<file path="src/rtl/ptp_pdelay_initiator.sv">
// ptp_pdelay_initiator
// Peer-delay initiator sequencer for one 802.1AS port. Paces Pdelay_Req
// transmission, owns the request sequenceId, checks the response /
// follow-up ordering and sequenceIds, times out each response stage,
// kicks the path-delay calculator and tracks lost responses.
module ptp_pdelay_initiator #(
  parameter int unsigned INTERVAL_CYCLES     = 250000000,
  parameter int unsigned RESP_TIMEOUT_CYCLES = 2500000,
  parameter int unsigned LOST_LIMIT          = 3,
  parameter int unsigned CNT_WIDTH           = 32
) (
  input  logic        i_clk,
  input  logic        i_rst,
  input  logic        i_enable,
  input  logic        i_pdelay_event_start,
  input  logic        i_pdelay_event_req_send_end,
  input  logic        i_pdelay_event_resp_rec_end,
  input  logic [15:0] i_pdelay_resp_sequenceid,
  input  logic        i_pdelay_event_respfw_rec_end,
  input  logic [15:0] i_pdelay_respfw_sequenceid,
  input  logic        i_pdelay_event_end,
  output logic        o_pdelay_req_send,
  output logic [15:0] o_pdelay_req_sequenceid,
  output logic        o_pdelay_calc_start,
  output logic [7:0]  o_lost_resp_cnt,
  output logic        o_as_capable_lost,
  output logic [2:0]  o_state
);

  typedef enum logic [2:0] {
    IDLE        = 3'd0,
    SEND        = 3'd1,
    WAIT_TX     = 3'd2,
    WAIT_RESP   = 3'd3,
    WAIT_RESPFW = 3'd4,
    CALC        = 3'd5
  } state_t;

  localparam logic [CNT_WIDTH-1:0] INTERVAL_LAST = CNT_WIDTH'(INTERVAL_CYCLES - 1);
  localparam logic [CNT_WIDTH-1:0] TIMEOUT_LAST  = CNT_WIDTH'(RESP_TIMEOUT_CYCLES - 1);
  localparam logic [CNT_WIDTH-1:0] CNT_ONE       = CNT_WIDTH'(1);
  localparam logic [7:0]           LOST_LIMIT_W  = 8'(LOST_LIMIT);

  state_t               state;
  logic [CNT_WIDTH-1:0] interval_cnt;
  logic [CNT_WIDTH-1:0] timeout_cnt;
  logic [15:0]          seq_id;
  logic [7:0]           lost_cnt;

  logic interval_hit;
  logic timeout_hit;
  logic trigger;
  logic commit;
  logic resp_match;
  logic respfw_match;
  logic progress;
  logic in_wait;
  logic timeout_abort;

  assign o_state                 = state;
  assign o_pdelay_req_sequenceid = seq_id;
  assign o_lost_resp_cnt         = lost_cnt;

  // Decode triggers, matching events and the timeout condition for this cycle
  always_comb begin
    interval_hit = (interval_cnt == INTERVAL_LAST);
    timeout_hit  = (timeout_cnt == TIMEOUT_LAST);
    trigger      = interval_hit || i_pdelay_event_start;
    commit       = (state == IDLE) && i_enable && trigger;
    resp_match   = i_pdelay_event_resp_rec_end &&
                   (i_pdelay_resp_sequenceid == seq_id);
    respfw_match = i_pdelay_event_respfw_rec_end &&
                   (i_pdelay_respfw_sequenceid == seq_id);
    progress     = 1'b0;
    in_wait      = 1'b0;
    case (state)
      WAIT_TX: begin
        progress = i_pdelay_event_req_send_end;
        in_wait  = 1'b1;
      end
      WAIT_RESP: begin
        progress = resp_match;
        in_wait  = 1'b1;
      end
      WAIT_RESPFW: begin
        progress = respfw_match;
        in_wait  = 1'b1;
      end
      default: begin
        progress = 1'b0;
        in_wait  = 1'b0;
      end
    endcase
    // an expected event in the expiry cycle takes precedence over the timeout
    timeout_abort = in_wait && timeout_hit && !progress;
  end

  // Interval counter: wraps every INTERVAL_CYCLES and restarts whenever a
  // request is committed, so periodic requests stay exactly one period apart
  always_ff @(posedge i_clk or negedge i_rst) begin
    if (!i_rst) begin
      interval_cnt <= '0;
    end else if (!i_enable || commit || interval_hit) begin
      interval_cnt <= '0;
    end else begin
      interval_cnt <= interval_cnt + CNT_ONE;
    end
  end

  // Measurement sequencer with its timeout counter and registered outputs
  always_ff @(posedge i_clk or negedge i_rst) begin
    if (!i_rst) begin
      state               <= IDLE;
      timeout_cnt         <= '0;
      seq_id              <= 16'h0000;
      lost_cnt            <= 8'h00;
      o_pdelay_req_send   <= 1'b0;
      o_pdelay_calc_start <= 1'b0;
      o_as_capable_lost   <= 1'b0;
    end else begin
      o_pdelay_req_send   <= 1'b0;
      o_pdelay_calc_start <= 1'b0;
      o_as_capable_lost   <= (lost_cnt > LOST_LIMIT_W);

      if (!i_enable) begin
        state       <= IDLE;
        timeout_cnt <= '0;
      end else if (timeout_abort) begin
        state       <= IDLE;
        timeout_cnt <= '0;
        seq_id      <= seq_id + 16'd1;
        if (lost_cnt != 8'hFF) begin
          lost_cnt <= lost_cnt + 8'd1;
        end
      end else begin
        case (state)
          IDLE: begin
            timeout_cnt <= '0;
            if (trigger) begin
              state <= SEND;
            end
          end
          SEND: begin
            o_pdelay_req_send <= 1'b1;
            timeout_cnt       <= '0;
            state             <= WAIT_TX;
          end
          WAIT_TX: begin
            if (i_pdelay_event_req_send_end) begin
              state       <= WAIT_RESP;
              timeout_cnt <= '0;
            end else begin
              timeout_cnt <= timeout_cnt + CNT_ONE;
            end
          end
          WAIT_RESP: begin
            if (resp_match) begin
              state       <= WAIT_RESPFW;
              timeout_cnt <= '0;
            end else begin
              timeout_cnt <= timeout_cnt + CNT_ONE;
            end
          end
          WAIT_RESPFW: begin
            if (respfw_match) begin
              state               <= CALC;
              o_pdelay_calc_start <= 1'b1;
              timeout_cnt         <= '0;
            end else begin
              timeout_cnt <= timeout_cnt + CNT_ONE;
            end
          end
          CALC: begin
            timeout_cnt <= '0;
            if (i_pdelay_event_end) begin
              state    <= IDLE;
              lost_cnt <= 8'h00;
              seq_id   <= seq_id + 16'd1;
            end
          end
          default: begin
            state       <= IDLE;
            timeout_cnt <= '0;
          end
        endcase
      end
    end
  end

endmodule

</file>
<file path="config.mk">
export PLATFORM = sky130hd
export DESIGN_NAME = ptp_pdelay_initiator
export DESIGN_NICKNAME = d
export VERILOG_FILES = /design/src/rtl/ptp_pdelay_initiator.sv
export SDC_FILE = /design/constraint.sdc
export NUM_CORES = 1
export LEC_CHECK = 0
export ABC_AREA = 1
export CORE_MARGIN = 2
export CORE_UTILIZATION = 58
export CTS_CLUSTER_DIAMETER = 150
export DETAILED_ROUTE_END_ITERATION = 7
export GPL_TIMING_DRIVEN = 1
export HOLD_SLACK_MARGIN = 0.05
export PLACE_DENSITY = 0.85
export SYNTH_ARGS = -nofsm -noshare
export SYNTH_HDL_FRONTEND = slang
export SYNTH_SLANG_ARGS = --single-unit
export TNS_END_PERCENT = 20
</file>
<file path="constraint.sdc">
create_clock -name i_clk -period 2.6 [get_ports i_clk]
set_input_delay 0.78 -clock i_clk [delete_from_list [all_inputs] [get_ports i_clk]]
set_output_delay 0.78 -clock i_clk [all_outputs]
set_load 0.005 [all_outputs]
</file>
==> results of run 1 <==
## critical path: cells and delay by family
family                 cells  cell delay, ps
buffers and inverters      4             760
AND/OR/NAND/NOR           10            1160
## power breakdown
group / switching, mW / internal (mW)
sequential: 0.222 / 1.58
clock: 0.548 / 0.788
combinational: 0.976 / 0.784
total: 1.75 / 3.16
## layout make-up
cell class	instances	area (um2)	area share, %
Clock inverter	1	30.0	0.372
Multi-Input combinational cell	745	3560	44.1
Timing Repair Buffer	123	1160	14.3
Inverter	145	544	6.74
Sequential cell	94	2350	29.1
Tap cell	140	175	2.17
Clock buffer	13	260	3.22
## registers in the layout, summed over array words and instances (netlist names)
signal	cells
o_lost_resp_cnt	8
timeout_cnt	32
o_pdelay_calc_start	1
interval_cnt	32
o_pdelay_req_sequenceid	16
o_state	3
o_as_capable_lost	1
o_pdelay_req_send	1
## layer usage
metal / part of all wire [%] / GRT usage [%] / vias up
li1: - / - / 3373
met3: 8.9 / 7.00 / 39
met4: 2.3 / 9.82 / 0
met1: 43 / 41.9 / 3161
met2: 46 / 51.1 / 331
met5: 0 / 0 / -
## path summary, 6_finish.rpt
| check | startpoint | to | slack [ps] |
|---|---|---|---|
| hold reg to reg | interval_cnt[0]$_DFF_PN0_ | interval_cnt[0]$_DFF_PN0_ | 460 |
| max in group asynchronous | i_rst | timeout_cnt[30]$_DFF_PN0_ | 1530 |
| setup / recovery | i_pdelay_respfw_sequenceid[9] | timeout_cnt[3]$_DFF_PN0_ | 170 |
| min in group i_clk | interval_cnt[0]$_DFF_PN0_ | interval_cnt[0]$_DFF_PN0_ | 460 |
| setup reg to reg | timeout_cnt[0]$_DFF_PN0_ | timeout_cnt[26]$_DFF_PN0_ | 370 |
| hold / removal | i_rst | o_pdelay_req_sequenceid[9]$_DFFE_PN0P_ | 370 |
## synth_stat cells (2+ instances only)
master      n  share of area, %
buf_2       2              0.15
xor2_1     47               6.3
nor2_1    150               8.6
nor3_2      2              0.31
ha_1        4              0.77
clkbuf_1    4              0.23
nand3_1    65               5.0
nor4_1     10              0.96
buf_4       2              0.23
dfrtp_1    94                36
nand3b_1    6              0.69
or2_2       4              0.38
buf_6       3              0.52
nand3_2     2              0.31
xnor2_1     6              0.80
nor2_2     13               1.2
o21ai_0    27               2.1
inv_1     141               8.1
nand4_1    31               3.0
inv_2       4              0.23
nand2_2     2              0.19
nand2_1   302                17
a21oi_1    14               1.1
o21a_1      2              0.23
a211oi_1    2              0.23
o21ai_1     2              0.15
nor3_1     44               3.4
## through the flow
step,power (mW),instance area [um2],instances,util [%]
floorplan,2.70,6530,996,-
global placement,3.51,7780,1247,71.2
detailed placement,3.53,7780,1247,71.2
CTS,4.87,8080,1261,73.8
global route,5.17,8080,1261,73.9
finish,4.90,8080,1261,73.9
## cell families after synthesis
family	count (synthesis)	share of synthesized area, %
AOI/OAI and AO/OA	52	4.39
xor gates and xnor gates	53	7.11
adders and majority gates	4	0.766
buffers and inverters	157	9.54
DFF	94	36.0
and+or+nand+nor	636	42.2
## repair_timing
item	in CTS	in global routing
buffers inserted	0	0
hold buffers	0	0
resized for setup	0	1
endpoints found under the setup margin	0	1
==> out/results.txt, run 1 <==
The flow ran to the end, and the final reports show no timing, DRC or antenna violations. STA puts the critical path data arrival time at 2700 ps. The run gives 1040 as the net count of the mapped netlist. The logs give 371 ps for the worst slack on hold paths and 0 ps for the final total negative setup slack. The tools report the share of synthesized area occupied by flip-flops and latches as 36.0%. The clock slew at the register clock pins of the worst setup and hold paths is 70 ps, and the effective utilization at floorplan is 59.7%. The run gives 0 as the post-route DRC violation count. 0 antenna diodes ended up in the layout.

The average instance area after synthesis was 6.56 um2; the largest net degree at the start of global routing was 39. The number of enable-type register cells in the synthesized netlist was 0. The total area inside the core boundary comes to 0.0109 mm2. The critical path in this run is classified as input pin to flop. The tools report the worst slack at placement as -152 ps. Port buffering added 69 buffers. Clock tree synthesis found a total of 94 sinks.

Type of the most critical hold path: input pin to asynchronous set/reset pin. The run gives 31.4% as the overall global routing resource usage. VDD sags by at most 455 uV. The slowest stage of the critical path belongs to the cell clkdlybuf4s50_1.

Power spread over the standard cell area amounts to 607 mW/mm2. The library cells used most frequently in the layout, excluding fill and tap cells, are 302 x nand2_1, 150 x nor2_1, 141 x inv_1. For the remaining antenna violation count after routing, the log shows 0.

The logs give 0 for the total congestion overflow and 3 for the count of H-tree levels built during CTS. The violation count after the first detailed-routing iteration is 683, and the area growth from synthesis to layout is 23.7%. For this run, the detailed router's first-pass iteration total came to 6. The most used flip-flop cell after synthesis is dfrtp_1. Setup violations remaining at the end of the flow were counted as 0. Traced cell by cell, the critical path runs through clkdlybuf4s50_1, inv_1, nand2_1, nand2_1, nor2_1, nand2_1, nor2_1, nand3_2, nand3_2, nand2_2, nor2_4, inv_2, buf_12, nor2_2. After layout, the worst path uses 93.3% of the clock period. The tools report the element type at the critical path end as a flop. At the pin with the least slew margin, the transition time is 653 ps. After detailed routing, the total wire length is 18500 um. In the final routed layout, each cell accounts on average for 14.7 um.

For this run, the top clock speed supported by timing is 412 MHz. The initial antenna violation count is 0, and the worst setup slack after layout is 173 ps. The standby leakage power was 3.97 nW; the floorplan die width was 110 um. The number of slew-limit violations in the final report is 0.

Detailed placement finished with a half-perimeter wire length of 14000 um. The clock period could shrink to 2430 ps. Of all nets on the critical path, the largest fanout is 8. The required time at the endpoint of the critical path is 2880 ps. Cells with a size suffix above 1 make up 8.83% of the layout. Counting flops with an async set or reset pin after synthesis yields a share of 100%.

TritonCTS created 9 clock buffers. The most common cell after layout, fill and taps aside is nand2_1. Total count of hold-check failures in the final report: 0. The cell sitting at the root of the clock tree is a clkbuf_16.

Across the run, the number of max-cap violations was 0. Setup repair after global routing left no endpoint under its margin. The via count normalized by instance count is 5.48, and the number of fill cells is 885. The first-pass GRT wire length came out at 29500 um.

The worst setup path is launched from an input pin. The netlist area before placement is 0.00653 mm2. The synthesized netlist cell count came out at 996.

The die outline height was 110 um; the largest stage delay on the critical path was 490 ps. The logs give 56.1% for the headroom to the max-slew limit and 350 ps for the clock latency on the worst-skew pair. In this run the deepest clock path goes through 2 buffers. The run gives 1.02 as the last weighted congestion value of the routability-driven placer. TritonCTS built the clock tree. Setup clock skew after layout: 7.94 ps. Measured in cells, the most critical reg-to-reg path has a length of 12. Area enclosed by the die boundary: 0.0121 mm2.

Synthesis instantiated 38 different standard cells from the library. The run gives 70 as the top-level port count. Yosys synthesis warning count: 0. The register bit count reported by yosys was 94. Dominant cell type by count on the critical path: nand2_1. The logs give 1162 for the layout net count and 6226 for the via count of the first global-routing pass. The number of cell rows was 38; the via total after detailed routing was 6904.
No activity file was read; power rests on OpenSTA's default activity.
==> inputs of run 2 (changes only) <==
- SKIP_LAST_GASP: unset -> 1
==> results of run 2 <==
No change in the layout: final DEF, timing and power equal those of run 1.
==> inputs of run 3 (changes only) <==
- CTS_CLUSTER_DIAMETER: 150 -> 80
==> results of run 3 <==
No change in the layout: final DEF, timing and power equal those of run 1.
